File: src/rtl/logic_plotter.sv
// Logic analyser: captures CHANNELS synchronized inputs into a DEPTH-sample buffer
// on a trigger and draws each channel as a lane of green/red pixels on a VGA raster.

module VgaTiming #(
    parameter int H_ACTIVE = 640,
    parameter int H_FP     = 16,
    parameter int H_SYNC   = 96,
    parameter int H_BP     = 48,
    parameter int V_ACTIVE = 480,
    parameter int V_FP     = 10,
    parameter int V_SYNC   = 2,
    parameter int V_BP     = 33
) (
    input  logic       clk,
    input  logic       reset,
    output logic [9:0] x,
    output logic [9:0] y,
    output logic       hsync,
    output logic       vsync,
    output logic       blank
);
    localparam int H_TOTAL = H_ACTIVE + H_FP + H_SYNC + H_BP;
    localparam int V_TOTAL = V_ACTIVE + V_FP + V_SYNC + V_BP;

    logic [9:0] h_cnt;
    logic [9:0] v_cnt;

    always_ff @(posedge clk or posedge reset) begin
        if (reset) begin
            h_cnt <= '0;
            v_cnt <= '0;
        end else if (h_cnt == 10'(H_TOTAL - 1)) begin
            h_cnt <= '0;
            v_cnt <= (v_cnt == 10'(V_TOTAL - 1)) ? '0 : v_cnt + 10'd1;
        end else begin
            h_cnt <= h_cnt + 10'd1;
        end
    end

    // Sync pulses are active-high so that 0 is the idle level after reset.
    assign x     = h_cnt;
    assign y     = v_cnt;
    assign hsync = (h_cnt >= 10'(H_ACTIVE + H_FP)) && (h_cnt < 10'(H_ACTIVE + H_FP + H_SYNC));
    assign vsync = (v_cnt >= 10'(V_ACTIVE + V_FP)) && (v_cnt < 10'(V_ACTIVE + V_FP + V_SYNC));
    assign blank = (h_cnt >= 10'(H_ACTIVE)) || (v_cnt >= 10'(V_ACTIVE));
endmodule

module logic_plotter #(
    parameter int CHANNELS       = 4,
    parameter int ADDR_WIDTH     = 9,
    parameter int PRESCALE_WIDTH = 15,
    parameter int H_ACTIVE       = 640,
    parameter int H_FP           = 16,
    parameter int H_SYNC         = 96,
    parameter int H_BP           = 48,
    parameter int V_ACTIVE       = 480,
    parameter int V_FP           = 10,
    parameter int V_SYNC         = 2,
    parameter int V_BP           = 33
) (
    input  logic                      clk,
    input  logic                      reset,
    input  logic                      start,
    input  logic                      clear,
    input  logic                      continuous,
    input  logic [CHANNELS-1:0]       bits_in,
    input  logic [CHANNELS-1:0]       trig_mask,
    input  logic [CHANNELS-1:0]       trig_value,
    input  logic [PRESCALE_WIDTH-1:0] prescale_div,
    output logic                      r,
    output logic                      g,
    output logic                      b,
    output logic                      hsync,
    output logic                      vsync,
    output logic                      armed,
    output logic                      capturing,
    output logic                      done,
    output logic [ADDR_WIDTH:0]       fill_count
);
    localparam int DEPTH = 1 << ADDR_WIDTH;
    localparam logic [ADDR_WIDTH:0] DEPTH_F = {1'b1, {ADDR_WIDTH{1'b0}}};

    typedef enum logic [1:0] {S_IDLE, S_ARMED, S_CAPTURE, S_DONE} state_t;

    state_t                    state, state_d;
    logic [ADDR_WIDTH:0]       fill_d;
    logic [ADDR_WIDTH:0]       fill_inc;
    logic [CHANNELS-1:0]       sync_meta, sync_in;
    logic [PRESCALE_WIDTH-1:0] pre_cnt;
    logic                      tick, trig_hit, cnt_zero;
    logic                      mem_we;
    logic [ADDR_WIDTH-1:0]     mem_waddr;
    logic [CHANNELS-1:0]       mem [DEPTH];
    logic [CHANNELS-1:0]       rd_data;

    logic [9:0] vga_x, vga_y;
    logic       vga_hs, vga_vs, vga_blank;

    always_ff @(posedge clk or posedge reset) begin
        if (reset) begin
            sync_meta <= '0;
            sync_in   <= '0;
        end else begin
            sync_meta <= bits_in;
            sync_in   <= sync_meta;
        end
    end

    assign tick     = (pre_cnt == prescale_div);
    assign trig_hit = ((sync_in & trig_mask) == (trig_value & trig_mask));
    assign fill_inc = fill_count + 1'b1;

    always_ff @(posedge clk or posedge reset) begin
        if (reset)                 pre_cnt <= '0;
        else if (cnt_zero || tick) pre_cnt <= '0;
        else                       pre_cnt <= pre_cnt + 1'b1;
    end

    always_comb begin
        state_d   = state;
        fill_d    = fill_count;
        mem_we    = 1'b0;
        mem_waddr = '0;
        cnt_zero  = 1'b0;
        if (clear) begin
            state_d = S_IDLE;
            fill_d  = '0;
        end else begin
            case (state)
                S_IDLE: begin
                    if (start) begin
                        state_d  = S_ARMED;
                        cnt_zero = 1'b1;
                    end
                end
                S_ARMED: begin
                    // The previous image stays in memory until this point.
                    if (tick && trig_hit) begin
                        mem_we  = 1'b1;
                        fill_d  = {{ADDR_WIDTH{1'b0}}, 1'b1};
                        state_d = S_CAPTURE;
                    end
                end
                S_CAPTURE: begin
                    if (tick) begin
                        mem_we    = 1'b1;
                        mem_waddr = fill_count[ADDR_WIDTH-1:0];
                        fill_d    = fill_inc;
                        if (fill_inc == DEPTH_F) state_d = S_DONE;
                    end
                end
                S_DONE: begin
                    if (start) begin
                        state_d  = S_ARMED;
                        cnt_zero = 1'b1;
                    end else if (continuous && vga_vs) begin
                        state_d = S_ARMED;
                    end
                end
                default: state_d = S_IDLE;
            endcase
        end
    end

    always_ff @(posedge clk or posedge reset) begin
        if (reset) begin
            state      <= S_IDLE;
            fill_count <= '0;
        end else begin
            state      <= state_d;
            fill_count <= fill_d;
        end
    end

    assign armed     = (state == S_ARMED);
    assign capturing = (state == S_CAPTURE);
    assign done      = (state == S_DONE);

    // Read-before-write: a same-cycle write to the read address returns old data.
    always_ff @(posedge clk) begin
        if (mem_we) mem[mem_waddr] <= sync_in;
        rd_data <= mem[vga_x[ADDR_WIDTH-1:0]];
    end

    VgaTiming #(
        .H_ACTIVE(H_ACTIVE), .H_FP(H_FP), .H_SYNC(H_SYNC), .H_BP(H_BP),
        .V_ACTIVE(V_ACTIVE), .V_FP(V_FP), .V_SYNC(V_SYNC), .V_BP(V_BP)
    ) u_vga (
        .clk   (clk),
        .reset (reset),
        .x     (vga_x),
        .y     (vga_y),
        .hsync (vga_hs),
        .vsync (vga_vs),
        .blank (vga_blank)
    );

    // y[9] folds into the lane so rows past 511 count as an out-of-range lane.
    logic [3:0] lane_ext;
    logic       pix_void;
    assign lane_ext = vga_y[9:6];
    assign pix_void = vga_blank
                   || (lane_ext >= 4'(CHANNELS))
                   || ({1'b0, vga_x} >= 11'(DEPTH))
                   || (vga_y[5:0] >= 6'd56)
                   || ({1'b0, vga_x[ADDR_WIDTH-1:0]} >= fill_count);

    logic       void_q, hs_q, vs_q;
    logic [2:0] lane_q;
    logic [7:0] rd_pad;
    logic       pix_bit;

    always_ff @(posedge clk or posedge reset) begin
        if (reset) begin
            void_q <= 1'b1;
            lane_q <= '0;
            hs_q   <= 1'b0;
            vs_q   <= 1'b0;
        end else begin
            void_q <= pix_void;
            lane_q <= vga_y[8:6];
            hs_q   <= vga_hs;
            vs_q   <= vga_vs;
        end
    end

    assign rd_pad  = {{(8 - CHANNELS){1'b0}}, rd_data};
    assign pix_bit = rd_pad[lane_q];

    always_ff @(posedge clk or posedge reset) begin
        if (reset) begin
            r     <= 1'b0;
            g     <= 1'b0;
            b     <= 1'b0;
            hsync <= 1'b0;
            vsync <= 1'b0;
        end else begin
            r     <= ~void_q & ~pix_bit;
            g     <= ~void_q & pix_bit;
            b     <= 1'b0;
            hsync <= hs_q;
            vsync <= vs_q;
        end
    end
endmodule

File: config.mk
export PLATFORM = sky130hd
export DESIGN_NAME = logic_plotter
export DESIGN_NICKNAME = d
export VERILOG_FILES = /design/src/rtl/logic_plotter.sv
export SDC_FILE = /design/constraint.sdc
export NUM_CORES = 2
export LEC_CHECK = 0
export CORE_ASPECT_RATIO = 1.5
export CORE_UTILIZATION = 57
export DETAILED_ROUTE_END_ITERATION = 6
export HOLD_SLACK_MARGIN = 0.1
export PLACE_DENSITY_LB_ADDON = 0.2
export SETUP_SLACK_MARGIN = 0.3
export SLEW_MARGIN = 15
export SYNTH_ARGS = -nofsm -noshare
export SYNTH_HDL_FRONTEND = slang
export SYNTH_SLANG_ARGS = --single-unit
File: constraint.sdc
create_clock -name clk -period 7.65 [get_ports clk]
set_input_delay 1.9125 -clock clk [delete_from_list [all_inputs] [get_ports clk]]
set_output_delay 1.9125 -clock clk [all_outputs]
set_load 0.02 [all_outputs]
==> results.toml <==
[place]
io_buffer_count = 48
hpwl_mm = 122.5
place.gp.congestion = 0.8654

[grt]
grt_pass1_vias = 43330
grt_max_degree = 167
grt_pass1_wl_mm = 304.1
antenna_found_initial = 2
overflow = 0
gr-usage-all-layers_pct = 28.94

[clock_tree]
clockBufferDepth = 3
htree_levels = 4
hold_buffers = 0
clkSlewWorstSetupHoldPaths_ns = 0.06
clkSinkCount = 2117
cts_buffers = 178
cts.repair.resized = 0
clock_latency_ns = 0.82
cts_tree = "done"
root_buffer = "clkbuf_16"
post_cts_buffers = 0

[timing]
setup_viol = 0
fmax_mhz = 180.0
finalHoldViolations = 0
slew_violations = 0
rsz0062_at_grt = "no"
timing.setup.tns_ns = 0
period_share_pct = 72.63
finClkSkew_ns = 0.02565
relSlewSlack_pct = 22.54
tightest_slew_ns = 1.162
period_needed_ns = 5.556

[synth]
muxShareOfSynthArea_pct = 16.13
synth_seq_area_share_pct = 75.19
synth_edf_count = 2048
synth_top_area_share_pct = 73.15
synth_top_family_by_area = "multiplexers"
synth_fa_ha_area_share_pct = 0.2828
synthTopCellsByArea = "edfxtp_1, mux4_2, nor2_1"
synthFlopType = "edfxtp_1"
synthesis.area_mm2 = 0.08407
yosys_warnings = 0
ys_ff_latch = 2117
synthCells = 4200
syn_avg_cell_area_um2 = 20.02
syn_nets = 4251
yosys.area_share.simple_pct = 3.920
synthXorXnorAreaFrac_pct = 0.5001
synth_cell_type_count = 69
async_flop_share_pct = 3.070
ys_top_cells_by_count = "edfxtp_1, nor2_1, mux4_2, clkbuf_1, nand2_1"
synth_top_area_cell = "edfxtp_1"
synth_most_common_cell = "edfxtp_1"
synth_compound_area_share_pct = 2.182

[pwr]
power_frac_comb_pct = 1.5
clkPwrFrac_pct = 41.4
sequentialPowerShare_pct = 57.1
ir_worst_vdd_uv = 219.3
sw_frac_of_total_pct = 19.70
powerDensity_mw_per_mm2 = 241.8
leakagePower_uw = 0.02913
p_switching_uw = 4408
p_int_uw = 17970

[routing]
drt_first_iter_violations = 5044
remaining_drc_errors = 9
firstDrtPassIters = 7
vias_per_cell = 6.644
drt_wl_total_mm = 211.6
wire_per_inst_um = 33.47
ant_nets = 0
vias = 42000

[worst_setup_path]
crit_path_end_kind = "flip-flop"
crit_top_cell = "nand2_1"
critPathLaunch = "prescale_div[12]"
r2r_cells = 8
r2r_start = "u_vga.x[0]$_DFF_PP0_"
crit_path_max_fanout = 16
arrival_ns = 6.03
crit_type = "in -> reg"
required_ns = 8.12
cp_cell_sequence = "clkdlybuf4s50_1, xnor2_1, nand4_1, nor4_2, nand2_1, nor2_2, nand2_1, nor2_1"
max_stage_delay_ns = 0.88
reg2reg_to = "rd_data[1]$_DFF_P_"
r2r_slack_ns = 2.78
worstSetupStartpointType = "primary input"
slowest_stage = "nor2_2"

[worst_hold_path]
holdPathEnd = "vsync$_DFF_PP0_"
hold_depth = 0
min-delay-start = "vs_q$_DFF_PP0_"
hp-class = "reg -> reg"

[floorplan]
rows = 172
start_util_pct = 57.45
die_h_um = 472.4
core_mm2 = 0.1463
die_w_um = 315.6
die-area_mm2 = 0.1491
io_pins = 50

[final_layout]
drive_gt1_share_pct = 22.24
syn_to_final_growth_pct = 10.08
fin_nets = 4307
utilization_pct = 63.24

[status]
violations = "DRC"
status = "complete, but fails checks"

[flow_run]
maxCapViolCount = 0
power groups by stage:
stage,registers (µW),logic (µW),clock network (µW)
after floorplan,13100,105,0
after global placement,13000,331,0
after detailed placement,13000,334,0
after CTS,12800,335,9350
after global routing,12800,361,9740
final,12800,332,9270
layout make-up:
type | instances | area (µm²)
multi-input combinational | 1791 | 19530
timing repair buffer | 144 | 1339
sequential | 2117 | 63240
clock buffer | 216 | 4755
clock inverter | 115 | 1195
antenna | 1 | 2.502
fill | 9867 | 53800
tap | 1914 | 2395
inverter | 24 | 96.34
routing by layer:
layer | up-vias | track usage, % | routed length (µm)
met2 | 2104 | 48.67 | 108900
met1 | 22240 | 37.28 | 75930
met4 | 2 | 13.05 | 10570
met5 | - | 0 | 13
met3 | 460 | 4.616 | 16190
li1 | 17190 | - | -
cell families (layout without fill, tap and decap cells):
kind of cell / count (synthesis) / count (layout)
and+or+nand+nor: 806 / 806
AOI/OAI and AO/OA: 254 / 254
muxes: 663 / 663
other: 1 / 2
buffers and inverters: 292 / 499
adders and majority gates: 19 / 19
xor gates and xnor gates: 48 / 48
DFF: 2117 / 2117
stage by stage:
| step | worst slack (ns) | std cells | total power, µW | instance area (µm²) | hold WS, ns |
|---|---|---|---|---|---|
| CTS | 2.282 | 6321 | 22460 | 92540 | 0.3488 |
| finish | 2.094 | 6322 | 22370 | 92540 | 0.3474 |
| global placement | 1.464 | 5990 | 13360 | 86590 | 0.3339 |
| floorplan | 2.434 | 4200 | 13220 | 84070 | 0.3311 |
| global route | 2.035 | 6322 | 22870 | 92540 | 0.3610 |
| detailed placement | 1.397 | 5990 | 13360 | 86590 | 0.3347 |
worst max-delay path by stage:
stage                       endpoint  slack [ns]  depth (start not counted)
6_report       mem[124][0]$_DFFE_PP_        2.09                          8
5_1_grt        mem[120][3]$_DFFE_PP_        2.03                          8
4_1_cts        mem[124][0]$_DFFE_PP_        2.28                          8
3_5_place_dp   mem[124][0]$_DFFE_PP_        1.40                          8
3_3_place_gp   mem[427][3]$_DFFE_PP_        1.46                          8
2_1_floorplan  mem[132][0]$_DFFE_PP_        2.43                          8
state kept, by name, indices dropped and copies added, names as in the netlist:
name	flops
void_q	1
pre_cnt	15
lane_q	3
mem	2048
vs_q	1
g	1
rd_data	4
state	2
sync_in	4
fill_count	10
hs_q	1
hsync	1
u_vga.x	10
vsync	1
u_vga.y	10
sync_meta	4
r	1
worst max-delay path, delay by kind of cell:
kind	cells	cell delay, ns
XOR/XNOR	1	0.12
AND/OR/NAND/NOR	6	3.48
buffers and inverters	1	0.49
layout by cell type (no fill, tap or decap), types with 18 or more instances in the layout:
master / instances
clkinv_2: 37
clkinv_1: 31
nor2_1: 567
edfxtp_1: 2048
clkbuf_16: 184
clkbuf_1: 29
bufinv_16: 21
nor3_1: 22
nand2_1: 91
mux2i_1: 97
dfrtp_1: 56
nand3_1: 39
a21oi_1: 30
o21ai_0: 42
xnor2_1: 32
a22oi_1: 40
clkdlybuf4s50_1: 48
mux4_2: 552
a221oi_1: 43
inv_1: 19
buf_4: 85
a22o_1: 18
ha_1: 19
Note: power is estimated with default switching activity, not from simulation.
